==> config.mk <==
export PLATFORM = sky130hd
export DESIGN_NAME = seq_divider_flat
export DESIGN_NICKNAME = d
export VERILOG_FILES = /design/src/rtl/seq_divider_if.sv /design/src/rtl/seq_divider.sv /design/src/flat_wrapper.sv
export SDC_FILE = /design/constraint.sdc
export NUM_CORES = 1
export LEC_CHECK = 0
export ABC_AREA = 0
export CORE_ASPECT_RATIO = 1.25
export CORE_MARGIN = 2
export CORE_UTILIZATION = 30
export CTS_CLUSTER_SIZE = 24
export DETAILED_ROUTE_END_ITERATION = 10
export HOLD_SLACK_MARGIN = 0.03
export RECOVER_POWER = 25
export SYNTH_ARGS = -nofsm -noshare
export SYNTH_HDL_FRONTEND = slang
export SYNTH_SLANG_ARGS = --single-unit
==> constraint.sdc <==
create_clock -name clk -period 3.6 [get_ports clk]
set_input_delay 0.9 -clock clk [delete_from_list [all_inputs] [get_ports clk]]
set_output_delay 0.9 -clock clk [all_outputs]
set_load 0.1 [all_outputs]
==> src/rtl/seq_divider_if.sv <==
// Request/response handshake bundle for seq_divider.
// The slave modport is the divider side; master is the requester side.

interface seq_divider_if;
    logic        i_valid;
    logic        o_ready;
    logic [31:0] i_dividend;
    logic [31:0] i_divisor;
    logic        o_valid;
    logic        i_ready;
    logic [31:0] o_quotient;
    logic [31:0] o_remainder;

    modport slave (
        input  i_valid, i_dividend, i_divisor, i_ready,
        output o_ready, o_valid, o_quotient, o_remainder
    );

    modport master (
        output i_valid, i_dividend, i_divisor, i_ready,
        input  o_ready, o_valid, o_quotient, o_remainder
    );
endinterface

==> src/rtl/seq_divider.sv <==
// Iterative unsigned 32-bit restoring divider retiring BITS_PER_CYCLE quotient bits per clock.
// Each trial subtraction is rem + ~divisor + 1 through its own 32-bit carry-lookahead adder.

module seq_divider_cla (
    input  logic [31:0] a,
    input  logic [31:0] b,
    input  logic        cin,
    output logic [31:0] sum,
    output logic        cout
);
    logic [31:0] g;
    logic [31:0] p;
    logic [7:0]  blk_g;
    logic [7:0]  blk_p;
    logic [8:0]  blk_c;
    logic [32:0] c;

    assign g = a & b;
    assign p = a ^ b;

    // 4-bit lookahead groups; group carries chain through group generate/propagate.
    // NOTE: every variable written in this block gets a value first, so no latch is inferred.
    always_comb begin
        blk_g = '0;
        blk_p = '0;
        blk_c = '0;
        c     = '0;
        for (int k = 0; k < 8; k++) begin
            blk_g[k] = g[4*k+3]
                     | (p[4*k+3] & g[4*k+2])
                     | (p[4*k+3] & p[4*k+2] & g[4*k+1])
                     | (p[4*k+3] & p[4*k+2] & p[4*k+1] & g[4*k]);
            blk_p[k] = &p[4*k +: 4];
        end
        blk_c[0] = cin;
        for (int k = 0; k < 8; k++) begin
            blk_c[k+1] = blk_g[k] | (blk_p[k] & blk_c[k]);
        end
        for (int k = 0; k < 8; k++) begin
            c[4*k]   = blk_c[k];
            c[4*k+1] = g[4*k] | (p[4*k] & blk_c[k]);
            c[4*k+2] = g[4*k+1] | (p[4*k+1] & g[4*k]) | (p[4*k+1] & p[4*k] & blk_c[k]);
            c[4*k+3] = g[4*k+2] | (p[4*k+2] & g[4*k+1]) | (p[4*k+2] & p[4*k+1] & g[4*k])
                     | (p[4*k+2] & p[4*k+1] & p[4*k] & blk_c[k]);
        end
        c[32] = blk_c[8];
    end

    assign sum  = p ^ c[31:0];
    assign cout = c[32];
endmodule

module seq_divider #(
    parameter int BITS_PER_CYCLE = 1
) (
    input  logic         clk,
    input  logic         rst,
    seq_divider_if.slave bus
);
    localparam int N_STEPS = 32 / BITS_PER_CYCLE;
    localparam int CNT_W   = $clog2(N_STEPS);
    localparam logic [CNT_W-1:0] CNT_LAST = CNT_W'(N_STEPS - 1);

    if (!(BITS_PER_CYCLE == 1 || BITS_PER_CYCLE == 2 || BITS_PER_CYCLE == 4)) begin : g_bad_bpc
        $error("seq_divider: BITS_PER_CYCLE must be 1, 2 or 4");
    end

    typedef enum logic [1:0] {
        ST_IDLE,
        ST_RUN,
        ST_DONE
    } state_e;

    state_e             state_q, state_d;
    logic [CNT_W-1:0]   cnt_q, cnt_d;
    logic [31:0]        divisor_q, divisor_d;
    logic [31:0]        rem_q, rem_d;
    logic [31:0]        quo_q, quo_d;
    logic [31:0]        res_quo_q, res_quo_d;
    logic [31:0]        res_rem_q, res_rem_d;
    logic [31:0]        rem_step;
    logic [31:0]        quo_step;
    logic               ready;
    logic               valid;

    // Cascade of restoring steps; quo shifts out dividend bits on top, quotient bits in at the bottom.
    for (genvar k = 0; k < BITS_PER_CYCLE; k++) begin : g_step
        logic [31:0] rem_in;
        logic [31:0] quo_in;
        logic [31:0] trial;
        logic [31:0] diff;
        logic [31:0] rem_out;
        logic [31:0] quo_out;
        logic        carry;
        logic        ge;

        if (k == 0) begin : g_head
            assign rem_in = rem_q;
            assign quo_in = quo_q;
        end else begin : g_link
            assign rem_in = g_step[k-1].rem_out;
            assign quo_in = g_step[k-1].quo_out;
        end

        assign trial = {rem_in[30:0], quo_in[31]};

        seq_divider_cla u_cla (
            .a    (trial),
            .b    (~divisor_q),
            .cin  (1'b1),
            .sum  (diff),
            .cout (carry)
        );

        // rem_in[31] is bit 32 of the shifted remainder: when set, t >= divisor whatever the borrow.
        assign ge      = rem_in[31] | carry;
        assign rem_out = ge ? diff : trial;
        assign quo_out = {quo_in[30:0], ge};
    end

    assign rem_step = g_step[BITS_PER_CYCLE-1].rem_out;
    assign quo_step = g_step[BITS_PER_CYCLE-1].quo_out;

    always_comb begin
        state_d   = state_q;
        cnt_d     = cnt_q;
        divisor_d = divisor_q;
        rem_d     = rem_q;
        quo_d     = quo_q;
        res_quo_d = res_quo_q;
        res_rem_d = res_rem_q;
        ready     = 1'b0;
        valid     = 1'b0;

        case (state_q)
            ST_IDLE: begin
                ready = 1'b1;
                if (bus.i_valid) begin
                    divisor_d = bus.i_divisor;
                    rem_d     = '0;
                    quo_d     = bus.i_dividend;
                    cnt_d     = '0;
                    state_d   = ST_RUN;
                end
            end
            ST_RUN: begin
                rem_d = rem_step;
                quo_d = quo_step;
                cnt_d = cnt_q + CNT_W'(1);
                if (cnt_q == CNT_LAST) begin
                    res_quo_d = quo_step;
                    res_rem_d = rem_step;
                    state_d   = ST_DONE;
                end
            end
            ST_DONE: begin
                valid = 1'b1;
                if (bus.i_ready) begin
                    state_d = ST_IDLE;
                end
            end
            default: state_d = ST_IDLE;
        endcase
    end

    // NOTE: state registers use non-blocking assignments so every flop samples pre-edge values.
    always_ff @(posedge clk) begin
        if (rst) begin
            state_q   <= ST_IDLE;
            cnt_q     <= '0;
            divisor_q <= '0;
            rem_q     <= '0;
            quo_q     <= '0;
            res_quo_q <= '0;
            res_rem_q <= '0;
        end else begin
            state_q   <= state_d;
            cnt_q     <= cnt_d;
            divisor_q <= divisor_d;
            rem_q     <= rem_d;
            quo_q     <= quo_d;
            res_quo_q <= res_quo_d;
            res_rem_q <= res_rem_d;
        end
    end

    assign bus.o_ready     = ready;
    assign bus.o_valid     = valid;
    assign bus.o_quotient  = res_quo_q;
    assign bus.o_remainder = res_rem_q;
endmodule

==> src/flat_wrapper.sv <==
// flat-port wrapper written by rule: the top's interface ports become plain ports
module seq_divider_flat 
#(
    parameter int BITS_PER_CYCLE = 1
)
  (clk, rst, bus_i_valid, bus_i_dividend, bus_i_divisor, bus_i_ready, bus_o_ready, bus_o_valid, bus_o_quotient, bus_o_remainder);
  seq_divider_if bus_i ();
  input  logic clk;
  input  logic rst;
  input wire logic [$bits(bus_i.i_valid)-1:0] bus_i_valid;
  input wire logic [$bits(bus_i.i_dividend)-1:0] bus_i_dividend;
  input wire logic [$bits(bus_i.i_divisor)-1:0] bus_i_divisor;
  input wire logic [$bits(bus_i.i_ready)-1:0] bus_i_ready;
  output wire logic [$bits(bus_i.o_ready)-1:0] bus_o_ready;
  output wire logic [$bits(bus_i.o_valid)-1:0] bus_o_valid;
  output wire logic [$bits(bus_i.o_quotient)-1:0] bus_o_quotient;
  output wire logic [$bits(bus_i.o_remainder)-1:0] bus_o_remainder;
  assign bus_i.i_valid = bus_i_valid;
  assign bus_i.i_dividend = bus_i_dividend;
  assign bus_i.i_divisor = bus_i_divisor;
  assign bus_i.i_ready = bus_i_ready;
  assign bus_o_ready = bus_i.o_ready;
  assign bus_o_valid = bus_i.o_valid;
  assign bus_o_quotient = bus_i.o_quotient;
  assign bus_o_remainder = bus_i.o_remainder;
  seq_divider #(.BITS_PER_CYCLE(BITS_PER_CYCLE)) u_core (.clk(clk), .rst(rst), .bus(bus_i));
endmodule
==> flow_metrics.py <==
metrics = {
    "sta": {
        "setup_tns_ns": 0,
        "relSlewSlack_pct": 5.678,
        "fin_ws_ns": 0.3676,
        "fmax_mhz": 309.4,
        "drv_slew": 0,
        "finalCriticalPeriod_ns": 3.232,
        "finalSetupViolCount": 0,
        "finalCritPeriodShare_pct": 89.79,
        "rsz0062_at_grt": "no",
        "fin_skew_ns": 0.01395,
        "worst_pin_slew_ns": 1.411,
        "hold_violations": 0,
        "holdWs_ns": 0.4536,
    },
    "setup_path": {
        "worst_r2r_path_depth": 14,
        "cp-start-kind": "flop",
        "r2r-end": "u_core.bus.o_remainder[28]$_SDFFE_PP0P_",
        "regToRegSetupSlack_ns": 0.37,
        "crit_type": "reg2reg",
        "worstPathArrival_ns": 3.60,
        "rr_startpoint": "u_core.g_step[0].quo_in[31]$_SDFFE_PP0P_",
        "critPathMaxFanout": 5,
        "endpoint_kind": "flop",
        "critPathRequiredTime_ns": 3.97,
    },
    "hold_path": {
        "hold_path_end": "u_core.bus.o_quotient[27]$_SDFFE_PP0P_",
        "holdPathStages": 2,
        "hold_start": "u_core.bus.o_quotient[27]$_SDFFE_PP0P_",
        "hp-class": "reg2reg",
    },
    "synthesis": {
        "synth_ff_type": "dfxtp_1",
        "synth-async-reset-ratio_pct": 0,
        "syn-num-nets": 1117,
        "yosys_register_bits": 167,
        "syn_avg_cell_area_um2": 8.008,
        "netlist_top_cells_area": "dfxtp_1 41%, nand2_1 11%, a21oi_1 6.8%, ha_1 5.4%, a311oi_1 3.6%",
        "syn_inst": 1007,
        "synth_top_area_share_pct": 41.46,
        "yosysUniqueCellTypes": 58,
        "ys.warnings.count": 0,
        "synth_top_area_cell": "dfxtp_1",
        "netlist_area_um2": 8064,
        "synth.yosys.seq_area_share_pct": 41.46,
        "synth_edf_count": 0,
    },
    "cts": {
        "numCtsBuffers": 17,
        "h-tree-depth": 4,
        "clk_pin_slew_ns": 0.07,
        "cts_sinks": 167,
        "cts_setup_buffers": 0,
        "ctsRootBufferMaster": "clkbuf_16",
        "cts.path.max_buffers": 2,
        "insertion_delay_ns": 0.43,
        "cts_tree": "done",
    },
    "run_status": {
        "status": "finished clean",
    },
    "global_route": {
        "grt_max_degree": 128,
        "grt_pass1_wl_um": 37170,
        "grt_overflow_total": 0,
        "grt_pass1_vias": 7270,
        "grt_use_total_pct": 16.43,
        "antenna_found_initial": 0,
    },
    "finish": {
        "area_growth_pct": 25.26,
        "drive_gt1_share_pct": 6.655,
        "nFillCells": 2781,
        "diodes": 0,
        "finalCoreUtilization_pct": 37.89,
        "final_nets": 1224,
    },
    "route": {
        "wl_um": 23030,
        "wl_per_cell_um": 15.64,
        "vias": 7410,
        "post-route-drc-count": 0,
        "ant_nets": 0,
        "firstDrtPassIters": 4,
        "drt_iter0_markers": 349,
        "routed_via_density": 5.034,
    },
    "floorplan": {
        "die-area_um2": 28220,
        "core_um2": 26660,
        "num_rows": 67,
        "ios": 134,
        "start_util_pct": 30.25,
        "die_w_um": 150.6,
        "die_y_um": 187.3,
    },
    "power": {
        "ir_worst_vdd_mv": 0.8472,
        "p_leak_nw": 3.723,
        "powerDensity_nw_per_um2": 1006,
    },
    "place": {
        "io_buffers": 133,
        "dp.final_hpwl_um": 15810,
        "gp_congestion": 0.8895,
        "pre_cts_ws_ns": 0.1507,
    },
    "flow_run": {
        "maxCapViolations": 0,
    },
}
per-stage QoR:
step | cells | area [um2] | total power [mW]
global placement | 1440 | 9627 | 8.063
global route | 1472 | 10100 | 10.89
finish | 1472 | 10100 | 10.16
CTS | 1472 | 10270 | 10.17
detailed placement | 1440 | 9627 | 8.120
floorplan | 1007 | 8064 | 6.746
cell type report:
class	instances	area, um2	area share [%]
multi-input combinational	724	4287	42.44
sequential	167	3343	33.10
timing repair buffer	154	1212	12.00
tap	345	431.7	4.274
clock buffer	17	425.4	4.212
clock inverter	15	214.0	2.118
inverter	50	187.7	1.858
repair_timing:
item,in CTS,in global routing
resized for setup,0,3
endpoints found under the setup margin,0,4
hold buffers,0,0
placed cells by master, fill, tap and decap left out, types with 26 or more instances in the layout:
cell and count:
nor2_1 57, inv_1 49, ha_1 35, clkdlybuf4s50_1 77
o21ai_1 26, clkbuf_1 47, dfxtp_1 167, o21ai_0 30
a311oi_1 33, nand2_1 242, buf_4 26, a21oi_1 110
mux2i_1 26
Yosys cell counts, types with 2 or more instances:
library cell	n
dfxtp_1	167
and4_1	3
buf_6	3
o211ai_1	9
nand2b_1	3
o31ai_1	3
a2bb2oi_1	2
and2_1	6
o21a_1	7
mux2i_1	26
buf_1	7
or3_1	4
fa_1	7
a211o_1	4
a21oi_1	110
a22o_1	10
a32oi_1	2
a311o_1	8
inv_1	49
o31a_1	2
a211oi_1	3
nand4_1	4
nand2_1	242
and3_1	10
a22oi_1	2
ha_1	35
xnor2_1	12
o21ai_0	30
nor3_1	9
xor2_1	6
nor2b_1	3
a311oi_1	33
nor2_1	57
nand3_1	10
nor4_1	17
o21ai_1	26
buf_2	2
clkbuf_1	54
worst max-delay path, stage by stage (launching register included):
cell,delay [ns]
dfxtp_1,0.36
inv_1,0.08
ha_1,0.32
o21a_1,0.22
o22ai_2,0.21
a2bb2oi_2,0.21
o21bai_2,0.12
inv_2,0.12
o21ai_0,0.11
a31oi_1,0.27
nor2_1,0.09
nor3_2,0.16
fa_1,0.44
nor4_1,0.29
a311o_1,0.15
report_power, final:
group	switching, mW	internal, mW	total [mW]
Clock	0.827	1.18	2.01
Sequential	0.172	2.06	2.23
Combinational	3.38	2.55	5.93
Total	4.38	5.79	10.2
flip-flops by register name, indices dropped and copies added, names as in the netlist:
register / flops
u_core.bus.o_remainder: 32
u_core.state_q: 2
u_core.g_step.quo_in: 32
u_core.g_step.rem_in: 32
u_core.bus.o_quotient: 32
u_core.divisor_q: 32
u_core.cnt_q: 5
logic make-up (layout without fill, tap and decap cells):
logic type               after synthesis  after routing  share of synthesized area, %
AND/OR/NAND/NOR                      372            372                         19.49
AO/OA/AOI/OAI                        266            266                         20.99
flip-flops                           167            167                         41.46
buffers and inverters                116            236                         5.710
adder cells (fa/ha/maj)               42             42                         7.168
multiplexers                          26             26                         3.227
XOR/XNOR                              18             18                         1.955
routing by layer:
metal  routed length, um  part of all wire, %  global-route usage (%)  up-vias
met2               11000                   48                   27.50      159
met4                 541                  2.3                   6.039        0
met3                1236                  5.4                   4.073       30
met5                   0                    0                       0        -
met1               10250                   45                   20.28     3499
li1                    -                    -                       -     3722
how the worst max path moves through the flow:
stage	endpoint	startpoint	cells after the start
2_1_floorplan	u_core.bus.o_remainder[28]$_SDFFE_PP0P_	u_core.g_step[0].quo_in[31]$_SDFFE_PP0P_	14
3_3_place_gp	u_core.bus.o_remainder[28]$_SDFFE_PP0P_	u_core.g_step[0].quo_in[31]$_SDFFE_PP0P_	14
3_5_place_dp	u_core.bus.o_remainder[28]$_SDFFE_PP0P_	u_core.g_step[0].quo_in[31]$_SDFFE_PP0P_	14
4_1_cts	u_core.bus.o_remainder[28]$_SDFFE_PP0P_	u_core.g_step[0].quo_in[31]$_SDFFE_PP0P_	14
5_1_grt	u_core.bus.o_remainder[28]$_SDFFE_PP0P_	u_core.g_step[0].quo_in[31]$_SDFFE_PP0P_	14
6_report	u_core.bus.o_remainder[28]$_SDFFE_PP0P_	u_core.g_step[0].quo_in[31]$_SDFFE_PP0P_	14
No activity file was read; power rests on OpenSTA's default activity.
